`config.mk`:
```
export PLATFORM = sky130hd
export DESIGN_NAME = enoc_credit_switch_control
export DESIGN_NICKNAME = d
export VERILOG_FILES = /design/src/rtl/enoc_credit_pkg.sv /design/src/rtl/enoc_rr_credit_arbiter.sv /design/src/rtl/enoc_credit_switch_control.sv
export SDC_FILE = /design/constraint.sdc
export NUM_CORES = 1
export LEC_CHECK = 0
export BUFFER_PORTS_ARGS = -buffer_cell sky130_fd_sc_hd__buf_2
export CORE_ASPECT_RATIO = 2
export CORE_MARGIN = 2
export CORE_UTILIZATION = 60
export CTS_CLUSTER_DIAMETER = 50
export DETAILED_ROUTE_END_ITERATION = 8
export PLACE_DENSITY = 0.79
export SYNTH_ARGS = -nofsm -noshare
export SYNTH_HDL_FRONTEND = slang
export SYNTH_SLANG_ARGS = --single-unit
```
`constraint.sdc`:
```
create_clock -name clk -period 10.2 [get_ports clk]
set_clock_uncertainty 0.05 [all_clocks]
set_input_delay 3.06 -clock clk [delete_from_list [all_inputs] [get_ports clk]]
set_output_delay 3.06 -clock clk [all_outputs]
set_load 0.03 [all_outputs]
```
`src/rtl/enoc_credit_pkg.sv`:
```
// Shared types and the round-robin pick helper for the ENoC credit switch controller.
// Consumed by enoc_rr_credit_arbiter (lock FSM built only with ENOC_PACKET_LOCK_EN).
package enoc_credit_pkg;

  localparam int N_DEF     = 5;
  localparam int M_DEF     = 5;
  localparam int DEPTH_DEF = 4;
  localparam int CW_DEF    = $clog2(DEPTH_DEF + 1);
  localparam int MAX_N     = 32;
  localparam int MAX_PW    = 5;

  typedef logic [CW_DEF-1:0] credit_t;

  typedef enum logic {LK_IDLE, LK_LOCKED} lock_state_e;

  // First set bit of req at or above ptr, wrapping modulo n; returns one-hot (or zero).
  function automatic logic [MAX_N-1:0] rr_pick(input logic [MAX_N-1:0]  req,
                                              input logic [MAX_PW-1:0] ptr,
                                              input int unsigned       n);
    logic [MAX_N-1:0] gnt;
    logic             found;
    int unsigned      s;
    gnt   = '0;
    found = 1'b0;
    for (int unsigned i = 0; i < MAX_N; i++) begin
      s = (32'(ptr) + i) % n;
      if (i < n && !found && req[s[MAX_PW-1:0]]) begin
        gnt[s[MAX_PW-1:0]] = 1'b1;
        found              = 1'b1;
      end
    end
    return gnt;
  endfunction

endpackage

```
`src/rtl/enoc_rr_credit_arbiter.sv`:
```
// One output port: credit counter, round-robin pointer and (ENOC_PACKET_LOCK_EN) wormhole lock.
// Grants are combinational; counter/pointer/lock advance only on ce.
module enoc_rr_credit_arbiter
  import enoc_credit_pkg::*;
#(
  parameter  int N     = 5,
  parameter  int DEPTH = 4,
  localparam int CW    = $clog2(DEPTH + 1),
  localparam int PW    = (N > 1) ? $clog2(N) : 1
) (
  input  logic          clk,
  input  logic          reset_n,
  input  logic          ce,
  input  logic [N-1:0]  i_req,
  input  logic [N-1:0]  i_tail,
  input  logic          i_ret,
  output logic [N-1:0]  o_grant,
  output logic [CW-1:0] o_credit
);

  logic [CW-1:0]    r_credit, w_credit_nxt;
  logic [PW-1:0]    r_ptr, w_ptr_nxt;
  logic [PW-1:0]    w_k, w_k_inc;
  logic [N-1:0]     w_mask, w_elig;
  logic [MAX_N-1:0] w_pick_full;
  logic             w_any;
  logic             w_unused_pick;

  assign w_elig        = (r_credit != '0) ? (i_req & w_mask) : '0;
  assign w_pick_full   = rr_pick(MAX_N'(w_elig), MAX_PW'(r_ptr), N);
  assign w_unused_pick = ^w_pick_full;
  assign o_grant       = (ce && reset_n) ? w_pick_full[N-1:0] : '0;
  assign w_any         = |o_grant;
  assign o_credit      = r_credit;

  always_comb begin
    w_k = '0;
    for (int i = 0; i < N; i++)
      if (o_grant[i]) w_k = PW'(i);
  end

  assign w_k_inc = (w_k == PW'(N - 1)) ? '0 : w_k + PW'(1);

  // Grant and return together cancel; a return into a full counter saturates.
  always_comb begin
    w_credit_nxt = r_credit;
    if (w_any && !i_ret)
      w_credit_nxt = r_credit - CW'(1);
    else if (!w_any && i_ret && r_credit != CW'(DEPTH))
      w_credit_nxt = r_credit + CW'(1);
  end

`ifdef ENOC_PACKET_LOCK_EN
  lock_state_e r_state, w_state_nxt;
  logic [PW-1:0] r_owner, w_owner_nxt;

  assign w_mask = (r_state == LK_LOCKED) ? (N'(1) << r_owner) : '1;

  always_comb begin
    w_state_nxt = r_state;
    w_owner_nxt = r_owner;
    w_ptr_nxt   = r_ptr;
    if (w_any) begin
      case (r_state)
        LK_IDLE:
          if (i_tail[w_k]) w_ptr_nxt = w_k_inc;
          else begin
            w_state_nxt = LK_LOCKED;
            w_owner_nxt = w_k;
          end
        LK_LOCKED:
          if (i_tail[w_k]) begin
            w_state_nxt = LK_IDLE;
            w_ptr_nxt   = w_k_inc;
          end
        default: w_state_nxt = LK_IDLE;
      endcase
    end
  end

  always_ff @(posedge clk) begin
    if (!reset_n) begin
      r_state <= LK_IDLE;
      r_owner <= '0;
    end else if (ce) begin
      r_state <= w_state_nxt;
      r_owner <= w_owner_nxt;
    end
  end
`else
  logic w_unused_tail;
  assign w_unused_tail = ^i_tail;
  assign w_mask        = '1;
  assign w_ptr_nxt     = w_any ? w_k_inc : r_ptr;
`endif

  always_ff @(posedge clk) begin
    if (!reset_n) begin
      r_credit <= CW'(DEPTH);
      r_ptr    <= '0;
    end else if (ce) begin
      r_credit <= w_credit_nxt;
      r_ptr    <= w_ptr_nxt;
    end
  end

  a_credit_ovf: assert property (@(posedge clk) disable iff (!reset_n)
    !(ce && i_ret && !w_any && r_credit == CW'(DEPTH)))
    else $warning("credit overflow: return with counter already full");

endmodule

```
`src/rtl/enoc_credit_switch_control.sv`:
```
// ENoC crossbar controller: per-output credit/round-robin arbiters, request transpose, pop ORing.
// Wormhole packet locking is enabled by defining ENOC_PACKET_LOCK_EN.
module enoc_credit_switch_control
  import enoc_credit_pkg::*;
#(
  parameter  int N     = 5,
  parameter  int M     = 5,
  parameter  int DEPTH = 4,
  localparam int CW    = $clog2(DEPTH + 1)
) (
  input  logic                   clk,
  input  logic                   reset_n,
  input  logic                   ce,
  input  logic [N-1:0][M-1:0]    i_output_req,
  input  logic [N-1:0]           i_tail,
  input  logic [M-1:0]           i_credit_return,
  output logic [M-1:0][N-1:0]    o_output_grant,
  output logic [N-1:0]           o_input_grant,
  output logic [M-1:0][CW-1:0]   o_credits
);

  logic [M-1:0][N-1:0] w_req_t;

  for (genvar j = 0; j < M; j++) begin : g_out
    for (genvar i = 0; i < N; i++) begin : g_tr
      assign w_req_t[j][i] = i_output_req[i][j];
    end

    enoc_rr_credit_arbiter #(.N(N), .DEPTH(DEPTH)) u_arb (
      .clk      (clk),
      .reset_n  (reset_n),
      .ce       (ce),
      .i_req    (w_req_t[j]),
      .i_tail   (i_tail),
      .i_ret    (i_credit_return[j]),
      .o_grant  (o_output_grant[j]),
      .o_credit (o_credits[j])
    );
  end

  // Each output grants one input and each input asks for one output, so pops never collide.
  always_comb begin
    o_input_grant = '0;
    for (int j = 0; j < M; j++) o_input_grant = o_input_grant | o_output_grant[j];
  end

  for (genvar i = 0; i < N; i++) begin : g_chk
    a_req_onehot: assert property (@(posedge clk) disable iff (!reset_n)
      !ce || $onehot0(i_output_req[i]))
      else $error("input %0d requests more than one output", i);
  end

endmodule

```
==> results.md <==
* Peak supply drop at 0.000186 V
* Register area share after synthesis at 4.66%
* Syn-to-layout area delta at 4.68%
* Slowest-stage cell, CP: dfxtp_1
* CP delay by family, top: compound AO/OA/AOI/OAI gates
* Final period utilization at 95.9%
* Yosys cell types at 116
* Synthesized Nets at 2022
* I/O pins at 83
* Die X at 108 um
* Ranking of synthesized cells by area: ha_1, mux2i_1, nand2_1
* Final setup violation count at 0
* Cell mode on critical path: inv_1
* Mean Syn Cell Area at 6.92 sq um
* Hold Slack at 483 ps
* DR pass1 iterations at 6
* Clock Tree Buf Depth at 2
* Crit-path cells: inv_1 -> ha_1 -> inv_1 -> ha_1 -> inv_1 -> ha_1 -> or3_1 -> a21oi_1 -> nor2_1 -> inv_1 -> ha_1 -> nor2b_1 -> o221ai_1 -> a21oi_1 -> mux2i_1 -> a211oi_1 -> o21ai_0 -> nor3_1 -> a221oi_1 -> nand2b_1 -> inv_1 -> nor3_1 -> nand3_1 -> buf_2
* Resize count post-CTS at 0
* CP Class: reg -> out
* Setup_tns at 0 ps
* Mapped Area at 12900 sq um
* Req. time, crit path at 7090 ps
* CTS tree: done
* Initial antenna violation count at 1
* Least-Margin Pin Slew at 1090 ps
* Initial Util at 61.3%
* RSZ-0062 raised after global routing: false
* CTS Buf Count at 5
* DR DRC count at 0
* Worst Reg-to-Reg Cells at 26
* CP arrival at 6670 ps
* Final hold violations at 0
* Total power at 3.25 mW
* Status: complete, no violations
* Clock Tree Root: clkbuf_16
* IO Port Bufs at 77
* Total congestion overflow at 0
* Post-layout net count at 2021
* Syn. warnings at 0
* HP Class: reg -> reg
* WL per Instance at 19.7 um
* Synth cell count leaders: nand2_1, nor2_1, ha_1, a21oi_1, o21ai_0
* Min Tclk post-route at 9780 ps
* EDFF count, synth at 0
* Crit path launch type: flip-flop
* GRT Overall Usage at 35.9%
* Top cell type by total area after synthesis: ha_1
* Yosys reg bits at 30
* Crit-path max FO at 10
* Asr flop ratio synth at 0%
* Final wirelength at 42.0 mm
* Yosys top cell area share at 11.4%
* 1st-iter DRT viols at 1133
* Number of global-route vias before repair at 14477
* Core area at 21000 sq um
* Critical path depth at 24
* Worst Setup SP: g_out[3].u_arb.r_ptr[1]
* Final Wtd Congestion at 1.01
* Max_slew headroom at 26.8%
* DR vias at 14917
* Die area at 22700 sq um
* First-pass GRT wire length at 67.6 mm
* Post-route cell area at 13500 sq um
* Leakage at 5.61 nW
* Pwr dens at 241 nW/um^2
* CTS clk-pin slew, worst paths at 60 ps
* Worst-Skew Late Latency at 290 ps
* Hold buffers post-CTS at 0
* Largest net degree at the start of global routing at 42
* Max Fclk at 0.102 GHz
* R2R Path Start: g_out[4].u_arb.r_ptr[1]
* R2r setup slk at 2610 ps
* Main synth FF type: dfxtp_1
* Max-Cap Viols at 0
* Die height at 211 um
* Max-slew violations at 0
* Most frequent cell after synthesis: nand2_1
* Crit-path max cell delay at 580 ps
* DRT antenna net count at 0
* WP buf/inv at 6
* Clock sinks at 30
* Synth Instances at 1863
* HPWL Detailed at 32.5 mm
* CTS H-tree lvls at 2
* # rows at 75
* Post-CTS Setup Inserts at 0
* RR Endpoint: g_out[4].u_arb.o_credit[2]
* Critical path endpoint: o_input_grant[3]
* Via density at 6.99
* Post-DP Area at 13300 sq um
* Ratio of cells with drive above 1 in the final layout at 12.1%
* Crit end category: output pin
[sequential cells by signal (all words and copies together), names as in the netlist]
signal,count
g_out.u_arb.o_credit,15
g_out.u_arb.r_ptr,15
[cells in the final DEF (no fill, tap or decap), types with 14 or more instances in the layout]
master | Yosys | routed
a211oi_1 | 25 | 25
a21o_1 | 15 | 15
a21oi_1 | 110 | 110
a31oi_1 | 33 | 33
and2_1 | 25 | 25
and3_1 | 19 | 19
buf_2 | 31 | 77
buf_4 | 4 | 27
dfxtp_1 | 30 | 30
ha_1 | 117 | 116
inv_1 | 87 | 87
mux2_2 | 18 | 18
mux2i_1 | 72 | 72
nand2_1 | 192 | 192
nand2b_1 | 51 | 51
nand3_1 | 75 | 75
nand4_1 | 17 | 17
nor2_1 | 140 | 140
nor2b_1 | 44 | 44
nor3_1 | 71 | 71
nor4_1 | 14 | 14
o211ai_1 | 19 | 19
o21a_1 | 16 | 16
o21ai_0 | 93 | 93
o22ai_1 | 17 | 17
o31ai_1 | 20 | 20
o32ai_1 | 16 | 16
or3_1 | 27 | 27
xnor2_1 | 37 | 37
[layer usage]
layer  track usage [%]  wire length, um  vias up  part of all wire, %
met5                 0                0        -                    0
met3              5.49             2410      222                  5.8
met2              65.2            21400      650                   51
li1                  -                -     7042                    -
met4              27.6             3320        0                  7.9
met1              35.4            14800     7003                   35
[worst min path at each step]
stage / from / cells after the start / endpoint / slack (ps)
finish: g_out[4].u_arb.o_credit[0] / 2 / g_out[4].u_arb.o_credit[0] / 480
global route: g_out[0].u_arb.o_credit[0] / 2 / g_out[0].u_arb.o_credit[0] / 530
CTS: g_out[4].u_arb.o_credit[0] / 2 / g_out[4].u_arb.o_credit[0] / 490
detailed placement: g_out[0].u_arb.o_credit[0] / 2 / g_out[0].u_arb.o_credit[0] / 460
global placement: g_out[0].u_arb.o_credit[0] / 2 / g_out[0].u_arb.o_credit[0] / 460
floorplan: g_out[3].u_arb.r_ptr[1] / 2 / g_out[3].u_arb.r_ptr[1] / 480
[through the flow]
stage | instances | utilization (%) | setup WS, ps
floorplan | 1863 | - | 894
global placement | 2124 | 63.4 | 879
detailed placement | 2124 | 63.4 | 888
CTS | 2132 | 64.1 | 609
global route | 2133 | 64.2 | 33.4
finish | 2133 | 64.2 | 418
[logic make-up after synthesis]
| group | count (synthesis) | share of synthesized area [%] |
|---|---|---|
| simple gates | 760 | 30.5 |
| compound gates | 590 | 33.6 |
| buf+inv | 210 | 6.53 |
| mux | 102 | 9.09 |
| fa+ha+maj | 123 | 12.1 |
| xor+xnor | 48 | 3.47 |
| flops | 30 | 4.66 |
[power breakdown]
part	total [mW]	switching, mW	internal (mW)	leakage [nW]
clock network	0.159	0.0616	0.0969	0.0739
registers	0.198	0.0526	0.145	0.244
logic	2.89	1.81	1.08	5.30
total	3.25	1.92	1.33	5.61
[layout make-up]
type / count / area [sq um]
diodes: 1 / 2.50
clock buffers: 7 / 143
inverters: 98 / 368
repair buffers: 104 / 588
flip-flops and latches: 30 / 601
clock inverters: 1 / 5.00
multi-input cells: 1623 / 11400
well taps: 269 / 337
fillers: 2026 / 7530
[worst register-to-register path, cell delays in order, from the launching register on]
cell,delay [ps]
dfxtp_1,680
inv_1,340
ha_2,580
clkinv_1,310
ha_1,320
nor3_1,380
o21ai_1,190
and2_1,240
inv_1,100
ha_1,270
nor2b_1,80
mux2i_1,270
o21ai_0,160
a22o_1,280
a211oi_1,380
o21ai_0,230
o32ai_1,310
nand2b_1,80
a21oi_1,460
nor3_1,150
and2_1,310
or2_2,340
fa_1,390
inv_1,110
o2111ai_1,100
mux2_1,310
a21oi_1,110
Power figures use the tool's default switching activity.
